==> config.mk <==
export PLATFORM = sky130hd
export DESIGN_NAME = cpu_reg_bank
export DESIGN_NICKNAME = d
export VERILOG_FILES = /design/src/rtl/cpu_reg_bank.sv
export SDC_FILE = /design/constraint.sdc
export NUM_CORES = 1
export LEC_CHECK = 0
export ABC_CLOCK_PERIOD_IN_PS = 6800
export BUFFER_PORTS_ARGS = -buffer_cell sky130_fd_sc_hd__buf_2
export CAP_MARGIN = 25
export CORE_AREA = 4 4 115 117
export CTS_BUF_LIST = sky130_fd_sc_hd__clkbuf_4 sky130_fd_sc_hd__clkbuf_8
export CTS_CLUSTER_DIAMETER = 50
export DETAILED_ROUTE_END_ITERATION = 7
export DIE_AREA = 0 0 119 121
export PLACE_DENSITY_LB_ADDON = 0.2
export REMOVE_ABC_BUFFERS = 1
export SYNTH_ARGS = -nofsm -noshare
export SYNTH_HDL_FRONTEND = slang
export SYNTH_SLANG_ARGS = --single-unit
==> constraint.sdc <==
create_clock -name i_clk -period 6.8 [get_ports i_clk]
set_input_delay 2.04 -clock i_clk [delete_from_list [all_inputs] [get_ports i_clk]]
set_output_delay 2.04 -clock i_clk [all_outputs]
set_load 0.1 [all_outputs]
==> src/rtl/cpu_reg_bank.sv <==
// cpu_reg_bank: parametrised CPU register file with byte read ports, a 16-bit pair port and a masked flag register.
//   i_clk, i_rst       : clock, synchronous active-high reset
//   i_rd_sel/o_rd_data : NUM_RD packed combinational byte read ports
//   i_wr_en/sel/data   : byte write port
//   i_pair_op/sel/...  : pair LOAD/INC/DEC port, o_pair_data shows the selected pair
//   i_flag_wr_mask/data: per-bit flag update, o_flags shows the flag register
module cpu_reg_bank #(
    parameter int DATA_W         = 8,
    parameter int NUM_REGS       = 8,
    parameter int NUM_RD         = 3,
    parameter int FLAG_IDX       = 6,
    parameter int FLAG_ZERO_BITS = 4,
    parameter int BYPASS         = 0,
    localparam int SEL_W         = $clog2(NUM_REGS),
    localparam int PSEL_W        = (NUM_REGS / 2 > 1) ? $clog2(NUM_REGS / 2) : 1
) (
    input  logic                       i_clk,
    input  logic                       i_rst,
    input  logic [NUM_RD*SEL_W-1:0]    i_rd_sel,
    output logic [NUM_RD*DATA_W-1:0]   o_rd_data,
    input  logic                       i_wr_en,
    input  logic [SEL_W-1:0]           i_wr_sel,
    input  logic [DATA_W-1:0]          i_wr_data,
    input  logic [1:0]                 i_pair_op,
    input  logic [PSEL_W-1:0]          i_pair_sel,
    input  logic [2*DATA_W-1:0]        i_pair_wr_data,
    output logic [2*DATA_W-1:0]        o_pair_data,
    input  logic [DATA_W-1:0]          i_flag_wr_mask,
    input  logic [DATA_W-1:0]          i_flag_wr_data,
    output logic [DATA_W-1:0]          o_flags
);
    localparam logic [DATA_W-1:0] FLAG_KEEP = ~DATA_W'((64'(1) << FLAG_ZERO_BITS) - 64'(1));

    logic [DATA_W-1:0]   regs_q [NUM_REGS];
    logic [DATA_W-1:0]   regs_d [NUM_REGS];
    logic [DATA_W-1:0]   view   [NUM_REGS];
    logic [2*DATA_W-1:0] pair_cur;
    logic [2*DATA_W-1:0] pair_nxt;

    // Out-of-range selects match no register, so their writes vanish and reads stay 0.
    always_comb begin
        pair_cur = '0;
        for (int p = 0; p < NUM_REGS / 2; p++)
            if (i_pair_sel == PSEL_W'(p)) pair_cur = {regs_q[2*p], regs_q[2*p+1]};
        pair_nxt = (i_pair_op == 2'b01) ? i_pair_wr_data :
                   (i_pair_op == 2'b10) ? pair_cur + (2*DATA_W)'(1) :
                                          pair_cur - (2*DATA_W)'(1);
        for (int r = 0; r < NUM_REGS; r++) begin
            regs_d[r] = i_rst ? '0 :
                        (i_pair_op != 2'b00 && i_pair_sel == PSEL_W'(r / 2)) ?
                            ((r % 2 == 0) ? pair_nxt[2*DATA_W-1 -: DATA_W] : pair_nxt[DATA_W-1:0]) :
                        (i_wr_en && i_wr_sel == SEL_W'(r)) ? i_wr_data :
                        (r == FLAG_IDX) ? (regs_q[r] & ~i_flag_wr_mask) | (i_flag_wr_data & i_flag_wr_mask) :
                        regs_q[r];
            // Low flag bits are hard-wired zero whichever path writes them.
            if (r == FLAG_IDX) regs_d[r] = regs_d[r] & FLAG_KEEP;
            // regs_d equals regs_q for unwritten registers, so it doubles as the bypass view.
            view[r] = (BYPASS != 0) ? regs_d[r] : regs_q[r];
        end
    end

    always_comb begin
        o_rd_data   = '0;
        o_pair_data = '0;
        o_flags     = '0;
        for (int k = 0; k < NUM_RD; k++)
            for (int r = 0; r < NUM_REGS; r++)
                if (i_rd_sel[k*SEL_W +: SEL_W] == SEL_W'(r)) o_rd_data[k*DATA_W +: DATA_W] = view[r];
        for (int p = 0; p < NUM_REGS / 2; p++)
            if (i_pair_sel == PSEL_W'(p)) o_pair_data = {view[2*p], view[2*p+1]};
        for (int r = 0; r < NUM_REGS; r++)
            if (r == FLAG_IDX) o_flags = view[r];
    end

    always_ff @(posedge i_clk) begin
        for (int r = 0; r < NUM_REGS; r++) regs_q[r] <= regs_d[r];
    end
endmodule

[Yosys cells after proc, flatten, opt, wreduce, memory -nomap -nowiden]
Memories as Yosys holds them, arrays and structs flattened.
Cells that the tools add are included.
Word-level totals
  register bits: 0
  RAM bits: 64
  input port bits: 59
  output and inout bits: 48
  word-level logic and storage cells: 112
  memories kept: 1
Memories
  regs_q: depth 8, bits a word 8, read ports 8, clocked after memory_dff 0, write ports 8, RTL line 34  | logic [DATA_W-1:0] regs_q [NUM_REGS];
Cells by class
  add/sub/neg operators: 2
  equal/unequal tests: 33
  muxes and demuxes: 54
  bitwise gates (word level): 4
  reductions and logical operators: 18
Operator list (number)
  two-way mux 8 bit: 48
  two-way mux 16 bit: 6
  == test 3 bit, second input constant: 16
  == test 3 x 2 -> 1 bit, second input constant: 8
  adder 16 x 1 -> 16 bit, second input constant: 1
  AND 8 bit: 2
  subtractor 16 x 1 -> 16 bit, second input constant: 1
  == test 3 x 1 -> 1 bit, second input constant: 4
  logical AND 1 bit: 12
  zero test 3 bit: 4
  inverter 8 bit: 1
  OR 8 bit: 1
  == test 2 bit, second input constant: 3
  == test 2 x 1 -> 1 bit, second input constant: 2
  zero test 2 bit: 1
  nonzero test 2 bit: 1

[Longest topological paths before layout]
Gate-level depths: netlist (run 1).
  word-level depth: 10
  gate-level depth with buffers: 14
  depth with buffers taken out: 12

[Worst setup path after synthesis (run 1)]
Ideal clock, no wire load.
  kind: input to register
  from: input port i_pair_sel[0]
  to: register with a tool-made name
  library setup time: 91 ps
  arrival time: 7119 ps
  required time: 6709 ps
  slack: -410 ps
  cell stages on the path: 12
  buffers on the path: 3
  cells stage by stage: buf_6 -> clkbuf_1 -> buf_1 -> mux2i_1 -> o21ai_0 -> ha_1 -> and2_1 -> a32o_1 -> a211oi_4 -> nor2_1 -> mux2_1 -> a311oi_1
RTL lines
  start, declared: RTL line 25  | input logic [PSEL_W-1:0] i_pair_sel,

[Worst setup path after layout (run 1)]
  from: input port i_rd_sel[7]
  to: output port o_rd_data[18]
Between the ends
  word-level cells in the longest chain between the ends: 9
Ends and longest elaborated chain
  start, declared: RTL line 19  | input logic [NUM_RD*SEL_W-1:0] i_rd_sel,
  zero test 3 bit: RTL line 68  | if (i_rd_sel[k*SEL_W +: SEL_W] == SEL_W'(r)) o_rd_data[k*DATA_W +: DATA_W] = view[r];
  two-way mux 8 bit (7 in series): RTL line 68
  two-way mux 8 bit (*): RTL line 68
  end, declared: RTL line 20  | output logic [NUM_RD*DATA_W-1:0] o_rd_data,
Every way passes the cells marked *; elsewhere a longest branch is shown, timed or not.

==> results of run 1 <==
stage by stage:
stage / setup slack [ns] / utilization, % / total power, mW / instances
after global routing: 0.510 / 53.6 / 1.53 / 1001
after floorplan: 0.420 / - / 0.954 / 707
after global placement: 0.685 / 52.0 / 1.13 / 986
after detailed placement: 0.695 / 52.0 / 1.14 / 986
after CTS: 0.683 / 53.6 / 1.45 / 1001
final: 0.631 / 53.6 / 1.46 / 1001
worst min-delay path: stages, from the launching register on:
cell	delay, ns
dfxtp_1	0.34
mux2i_1	0.14
a211oi_1	0.08
cells by family after synthesis:
logic type / synth area share, %
buf+inv: 5.40
mux: 19.9
xor+xnor: 1.47
other cells: 0.0630
flops: 20.2
simple gates: 18.5
compound gates: 31.4
fa+ha+maj: 3.07
final cells by class:
class | count | area, um2
clock buffer | 14 | 186
sequential | 60 | 1200
clock inverter | 1 | 5.00
fill | 1211 | 5740
tap | 172 | 215
inverter | 2 | 7.51
timing repair buffer | 107 | 568
multi-input combinational | 645 | 4440
worst min path at each step:
stage / startpoint / endpoint / slack [ns] / cells after the start
2_1_floorplan: regs_q[0][11]$_SDFFE_PP0P_ / regs_q[0][11]$_SDFFE_PP0P_ / 0.54 / 2
3_3_place_gp: regs_q[0][10]$_SDFFE_PP0P_ / regs_q[0][10]$_SDFFE_PP0P_ / 0.58 / 2
3_5_place_dp: regs_q[0][9]$_SDFFE_PP0P_ / regs_q[0][9]$_SDFFE_PP0P_ / 0.59 / 2
4_1_cts: regs_q[1][13]$_SDFFE_PP0P_ / regs_q[1][13]$_SDFFE_PP0P_ / 0.61 / 2
5_1_grt: regs_q[0][25]$_SDFFE_PP0P_ / regs_q[0][25]$_SDFFE_PP0P_ / 0.66 / 2
6_report: regs_q[0][9]$_SDFFE_PP0P_ / regs_q[0][9]$_SDFFE_PP0P_ / 0.62 / 2
power groups by stage:
| stage | clock, mW | sequential, mW | combinational [mW] |
|---|---|---|---|
| floorplan | 0 | 0.436 | 0.517 |
| global placement | 0 | 0.442 | 0.685 |
| detailed placement | 0 | 0.443 | 0.697 |
| CTS | 0.317 | 0.436 | 0.700 |
| global route | 0.333 | 0.443 | 0.757 |
| finish | 0.318 | 0.439 | 0.706 |
cell usage in the layout, fill, tap and decap left out, types with 4 or more instances in the layout:
master	n
nand3_1	4
nor2b_1	45
o21a_1	7
a211oi_1	58
a311oi_1	4
mux4_2	11
nor3_1	10
nor2_1	73
a22o_1	12
conb_1	4
clkbuf_8	13
nand2_1	68
o21ai_0	76
xnor2_1	5
xor2_1	5
dfxtp_1	60
buf_2	94
buf_4	13
o311ai_0	5
ha_1	13
o2111ai_1	7
mux2_2	8
a31oi_1	9
a21oi_1	43
a21o_1	16
a22oi_1	18
o211ai_1	4
mux2i_1	82
or3_1	5
nand2b_1	12
metal layers:
layer	share of wire, %	vias up
li1	-	2996
met1	42	3000
met2	46	312
met3	9.6	53
met4	2.8	0
met5	0	-
==> run summary, run 1 <==
CTS tree = yes
Critical path buffers and inverters = 2
Crit-path max cell delay = 0.42 ns
Drt first-iter violations = 708
Final setup fails = 0
GPL Wtd Cong = 0.959
TNS Setup = 0 ns
Area leader, netlist = dfxtp_1
Crit. path cell count = 7
GRT met1 Usage = 38.5%
Reg with most FFs = regs_q
Net Sw Frac = 47.8%
Netlist cell types = 59
Sink Count = 60
Longest Clk Path Bufs = 2
Final Instance Area = 0.00663 mm2
Worst skew pair latency = 0.36 ns
Part of the power in combinational logic = 48.2%
VDD IR max = 0.107 mV
Initial core utilization = 48.1%
CTS hold repair buffers = 0
Largest net degree at the start of global routing = 65
DRC Markers = 0
PwrDens = 221 mW/mm2
Dpl hpwl = 15200 um
FMAX = 162 MHz
Sequential group share of total power = 30.0%
Total wire length = 20900 um
Number of diodes = 0
Main synth FF type = dfxtp_1
Critical path data arrival time = 4.13 ns
Worst path slowest cell = buf_2
GRT Max-Usage Layer = met2
I/O Buffers = 94
Via-to-Cell Ratio = 6.35
Wire per inst = 20.9 um
First-pass GRT wire length = 33300 um
Die Width = 119 um
YS warnings = 0
Measured slew at the worst slew-check pin = 1.06 ns
Worst slew margin = 29.6%
Syn-to-layout area delta = 11.4%
Minimum clock period = 6.17 ns
Worst-path cell chain = buf_2 > nor2b_1 > nor2b_1 > a22oi_1 > o311ai_0 > a22o_1 > buf_2
Outcome = finished clean
R2R depth = 9
Largest register FFs = 56
Sequential element share of the synthesized area = 20.2%
Clk pwr share = 21.7%
Reg2Reg Setup Slack = 3.46 ns
Post-Synthesis Cells = 777
Crit-path max FO = 22
Top flop regs = regs_q: 56 flops
Startpoint Class = primary input
WHS = 0.618 ns
H-tree depth = 3
Post-CTS setup buffers = 0
Overall routing resource usage = 29.1%
Initial antenna violation count = 0
Post-synth EDFFs = 0
Slew Limit Fails = 0
Int Power = 0.763 mW
Root Driver = clkbuf_8
Critical Path RT = 4.76 ns
Critical path startpoint = i_rd_sel[7]
Hold violation count in the final report = 0
Worst Setup Path Type = primary input to output port
CTS Buf Count = 9
RSZ-0062 raised after global routing = false
FF+latch count, synth = 60
Post-synth ARST share = 0%
Avg Cell Area, Syn = 7.66 um2
Fraction of layout cells with a size suffix above 1 = 18.0%
Area contributors post-synth = dfxtp_1 (20%), mux2i_1 (14%), a211oi_1 (7.3%), o21ai_0 (6.4%), nor2b_1 (4.7%)
Full die area = 0.0144 mm2
Commonest cells in the netlist = mux2i_1 (82), o21ai_0 (76), nor2_1 (73)
Final ANT Viol Nets = 0
GR Layer Usage met3 = 6.43%
Static Leak = 2.88 nW
FF-to-FF Start = regs_q[1][25]$_SDFFE_PP0P_
Critical Path End Type = output port
Clock slew at reported path FFs = 0.06 ns
Top-area cell type share of the netlist area = 20.2%
Max_cap viols = 0
Switching power = 0.699 mW
Clk_skew = 0.00490 ns
Drt pass-1 iters = 5
Post-CTS Resized = 0
Placed cell area = 0.00643 mm2
GRT overflow = 0
Vias in the first global route = 6198
Final period util = 90.7%
Post-layout nets = 898
Row count = 41
Vias = 6361
Worst Hold Class = flip-flop to flip-flop
Worst reg2reg path endpoint = regs_q[1][6]$_SDFFE_PP0P_
Delay-heaviest family, CP = simple AND/OR/NAND/NOR gates
Top-count cell post-synth = mux2i_1
Met2 global-route usage = 46.1%
Die span in y = 121 um
CP Capture Point = o_rd_data[18]
Ports = 107
Post-Synthesis Cell Area = 0.00595 mm2
Core ar. = 0.0124 mm2
Power figures use the tool's default switching activity.
==> inputs of run 2 (changes only) <==
Settings changed: RECOVER_POWER set to 50.
==> run summary, run 2 (synthesis gave the netlist of run 1 again) <==
Outcome = finished with violations
Failing checks = capacitance limit, slew limit
Total wire length = 21000 um
Minimum clock period = 6.35 ns
Top flop regs = regs_q: 56 flops
Initial core utilization = 48.1%
Worst setup margin = 0.450 ns
Critical path buffers and inverters = 3
Worst path slowest cell = clkbuf_1
Vias = 6391
Static Leak = 2.86 nW
Full die area = 0.0144 mm2
Clk pwr share = 21.7%
Critical Path End Type = output port
Drt pass-1 iters = 6
Clock slew at reported path FFs = 0.06 ns
Final setup fails = 0
GPL Wtd Cong = 0.959
Critical path data arrival time = 4.31 ns
CTS hold repair buffers = 0
Longest Clk Path Bufs = 2
Max_cap viols = 1
Most frequent cells in the layout = buf_2 (90), mux2i_1 (82), o21ai_0 (76)
Crit. path cell count = 4
Root Driver = clkbuf_8
Sink Count = 60
Row count = 41
R2R depth = 9
Worst slew margin = -1.76%
Clk_skew = 0.00794 ns
Place WS = 0.695 ns
Die span in y = 121 um
Worst Hold Class = flip-flop to flip-flop
Drt first-iter violations = 678
RSZ-0062 raised after global routing = false
Critical Path RT = 4.76 ns
Post-CTS Resized = 0
Die Width = 119 um
Part of the power in combinational logic = 48.2%
H-tree depth = 3
Largest register FFs = 56
Delay-heaviest family, CP = buffers and inverters
Fraction of layout cells with a size suffix above 1 = 17.2%
Crit-path max FO = 24
Net Sw Frac = 47.9%
Syn-to-layout area delta = 11.0%
CTS Buf Count = 9
Switching power = 0.698 mW
Worst-path cell chain = buf_2 > clkbuf_1 > mux4_2 > buf_2
Startpoint Class = primary input
Worst skew pair latency = 0.36 ns
TNS Setup = 0 ns
Worst Hold Depth = 2
Commonest non-fill, non-tap cell in the layout = buf_2
Final core occ = 53.4%
Ports = 107
GRT overflow = 0
Vias in the first global route = 6198
Final ANT Viol Nets = 0
Wire per inst = 20.9 um
Via-to-Cell Ratio = 6.38
FMAX = 157 MHz
Dpl hpwl = 15200 um
Post-layout nets = 898
Reg with most FFs = regs_q
Sequential group share of total power = 30.1%
Core ar. = 0.0124 mm2
Largest net degree at the start of global routing = 65
Int Power = 0.760 mW
PwrDens = 221 mW/mm2
CTS tree = yes
Hold violation count in the final report = 0
First-pass GRT wire length = 33300 um
Crit-path max cell delay = 1.10 ns
Worst Setup Path Type = primary input to output port
Most used cell, CP = buf_2
Overall routing resource usage = 29.1%
Final period util = 93.4%
DRC Markers = 0
VDD IR max = 0.106 mV
Measured slew at the worst slew-check pin = 1.53 ns
Initial antenna violation count = 0
Slew Limit Fails = 25
Post-CTS setup buffers = 0
Number of diodes = 0
I/O Buffers = 94
[run 2: path summary, 6_finish.rpt]
kind | from | endpoint | slack [ns]
worst max-delay path | i_pair_sel[1] | o_pair_data[1] | 0.45
worst min-delay path | regs_q[0][9]$_SDFFE_PP0P_ | regs_q[0][9]$_SDFFE_PP0P_ | 0.61
worst max register to register | regs_q[0][28]$_SDFFE_PP0P_ | regs_q[1][7]$_SDFFE_PP0P_ | 3.30
worst min register to register | regs_q[0][9]$_SDFFE_PP0P_ | regs_q[0][9]$_SDFFE_PP0P_ | 0.61
[run 2: layout make-up]
type,instances,area [um2]
inverters,2,7.51
clock inverters,1,5.00
multi-input cells,645,4430
fillers,1214,5760
flip-flops and latches,60,1200
well taps,172,215
repair buffers,107,559
clock buffers,14,186
[run 2: tightest hold or removal path: cells and delay by family (launching register included)]
kind,cells,cell delay [ns]
compound gates,1,0.08
mux,1,0.14
flops,1,0.34
[run 2: power by group through the flow]
| stage | registers [mW] | clock network (mW) | logic (mW) |
|---|---|---|---|
| floorplan | 0.436 | 0 | 0.517 |
| global placement | 0.442 | 0 | 0.685 |
| detailed placement | 0.443 | 0 | 0.697 |
| CTS | 0.436 | 0.317 | 0.700 |
| global route | 0.443 | 0.333 | 0.753 |
| finish | 0.439 | 0.317 | 0.702 |
[run 2: routing by layer]
metal / vias to the layer above / GRT usage [%] / wire, um
li1: 2997 / - / -
met1: 3044 / 38.5 / 8910
met2: 295 / 46.1 / 9610
met3: 55 / 6.43 / 1810
met4: 0 / 11.4 / 620
met5: - / 0 / 0
[run 2: through the flow]
stage                     cell area (um2)  power (mW)  std cells  hold WS (ns)
final                                6610        1.46       1001         0.612
after global routing                 6610        1.53       1001         0.661
after CTS                            6630        1.45       1001         0.614
after detailed placement             6430        1.14        986         0.593
after global placement               6430        1.13        986         0.581
after floorplan                      5650       0.954        707         0.544
==> inputs of run 3 (changes only) <==
Settings changed: CELL_PAD_IN_SITES_DETAIL_PLACEMENT set to 2, CELL_PAD_IN_SITES_GLOBAL_PLACEMENT set to 2, CORE_AREA 4 4 115 117 to 4 4 140 142, CTS_BUF_LIST sky130_fd_sc_hd__clkbuf_4 sky130_fd_sc_hd__clkbuf_8 to not set, DIE_AREA 0 0 119 121 to 0 0 144 146.
==> run summary, run 3 (synthesis gave the netlist of run 1 again) <==
Die Width = 144 um
Clk_skew = 0.00693 ns
Final setup fails = 0
Clk pwr share = 27.2%
Switching power = 0.754 mW
Most frequent cells in the layout = buf_2 (89), mux2i_1 (82), o21ai_0 (76)
Wire per inst = 25.6 um
Worst Hold Class = flip-flop to flip-flop
Reg2Reg Setup Slack = 3.23 ns
Final ANT Viol Nets = 0
FF-to-FF Start = regs_q[1][29]$_SDFFE_PP0P_
Outcome = finished clean
Max_cap viols = 0
Part of the power in combinational logic = 45.3%
Via-to-Cell Ratio = 6.14
Crit-path max FO = 5
Root Driver = clkbuf_16
Slew Limit Fails = 0
Syn-to-layout area delta = 14.8%
Vias = 6563
Minimum clock period = 6.07 ns
I/O Buffers = 94
First-pass GRT wire length = 42500 um
Worst skew pair latency = 0.33 ns
CP Capture Point = o_rd_data[16]
RSZ-0062 raised after global routing = false
CTS hold repair buffers = 0
Critical path startpoint = i_rd_sel[7]
WHS = 0.628 ns
Core ar. = 0.0185 mm2
Total wire length = 27300 um
GPL Wtd Cong = 0.866
Top flop regs = regs_q: 56 flops
Worst reg2reg path endpoint = regs_q[1][7]$_SDFFE_PP0P_
Met2 routed WL = 13700 um
Post-CTS Resized = 0
Post-CTS setup buffers = 0
PwrDens = 237 mW/mm2
Top sig layer = met4
Post-layout nets = 903
Vias in the first global route = 7133
Hold violation count in the final report = 0
Worst slew margin = 22.4%
Largest register FFs = 56
GRT overflow = 0
H-tree depth = 3
CTS tree = yes
Full die area = 0.0210 mm2
Measured slew at the worst slew-check pin = 1.17 ns
Static Leak = 2.93 nW
Critical Path RT = 4.76 ns
CTS Buf Count = 9
R2R depth = 9
Largest net degree at the start of global routing = 35
Initial antenna violation count = 0
Startpoint Class = primary input
Critical path data arrival time = 4.03 ns
DRC Markers = 0
Drt pass-1 iters = 4
Met3 wire length = 1180 um
Critical Path End Type = output port
Net Sw Frac = 46.5%
Longest Clk Path Bufs = 2
Clock slew at reported path FFs = 0.05 ns
Row count = 50
Final period util = 89.3%
Drt first-iter violations = 363
Total power = 1.62 mW
Sequential group share of total power = 27.5%
VDD IR max = 0.0957 mV
Reg with most FFs = regs_q
Fraction of layout cells with a size suffix above 1 = 17.7%
Dpl hpwl = 20300 um
Initial core utilization = 32.2%
Worst Setup Path Type = primary input to output port
Number of diodes = 0
Overall routing resource usage = 25.8%
Sink Count = 60
TNS Setup = 0 ns
M1 WL = 12100 um
Int Power = 0.866 mW
Ports = 107
Commonest non-fill, non-tap cell in the layout = buf_2
FMAX = 165 MHz
Die span in y = 146 um
==> run 3: cell count changes in the layout (fill, tap and decap cells not counted), sizes merged <==
cell,change
clkbuf,+1
buf,+5
==> run 3: worst min path at each step <==
stage	from	to	slack, ns	depth (start not counted)
finish	regs_q[0][8]$_SDFFE_PP0P_	regs_q[0][8]$_SDFFE_PP0P_	0.63	2
detailed placement	regs_q[0][8]$_SDFFE_PP0P_	regs_q[0][8]$_SDFFE_PP0P_	0.62	2
floorplan	regs_q[0][11]$_SDFFE_PP0P_	regs_q[0][11]$_SDFFE_PP0P_	0.54	2
global placement	regs_q[0][8]$_SDFFE_PP0P_	regs_q[0][8]$_SDFFE_PP0P_	0.59	2
CTS	regs_q[0][8]$_SDFFE_PP0P_	regs_q[0][8]$_SDFFE_PP0P_	0.63	2
global route	regs_q[0][8]$_SDFFE_PP0P_	regs_q[0][8]$_SDFFE_PP0P_	0.68	2
==> run 3: final cells by class <==
cell class / count / area (um2)
clock buffer: 15 / 278
clock inverter: 1 / 5.00
fill: 2145 / 11600
inverter: 2 / 7.51
multi-input combinational: 645 / 4440
sequential: 60 / 1200
tap: 234 / 293
timing repair buffer: 112 / 603
==> run 3: critical path, stage by stage <==
cell and delay, ns:
buf_2 0.09, nor2b_1 0.45, nor2b_1 0.45, a22oi_1 0.16, o311ai_0 0.21, a22o_1 0.21, buf_2 0.42
==> run 3: metal layers <==
| layer | GRT usage, % | vias up |
|---|---|---|
| li1 | - | 2999 |
| met1 | 34.7 | 3367 |
| met2 | 44.0 | 168 |
| met3 | 2.79 | 29 |
| met4 | 6.26 | 0 |
| met5 | 0 | - |
==> run 3: stage by stage <==
stage	util, %	area [um2]	setup WS, ns	std cells
after CTS	37.0	6840	0.739	1068
final	37.0	6830	0.730	1069
after global routing	37.0	6830	0.628	1069
after global placement	35.5	6550	0.824	1052
after floorplan	-	5650	0.420	707
after detailed placement	35.5	6550	0.750	1052
==> run 3: power groups by stage <==
stage	clock (mW)	combinational [mW]	sequential [mW]
finish	0.441	0.734	0.446
global route	0.458	0.788	0.448
CTS	0.440	0.737	0.441
detailed placement	0	0.731	0.448
global placement	0	0.704	0.444
floorplan	0	0.517	0.436
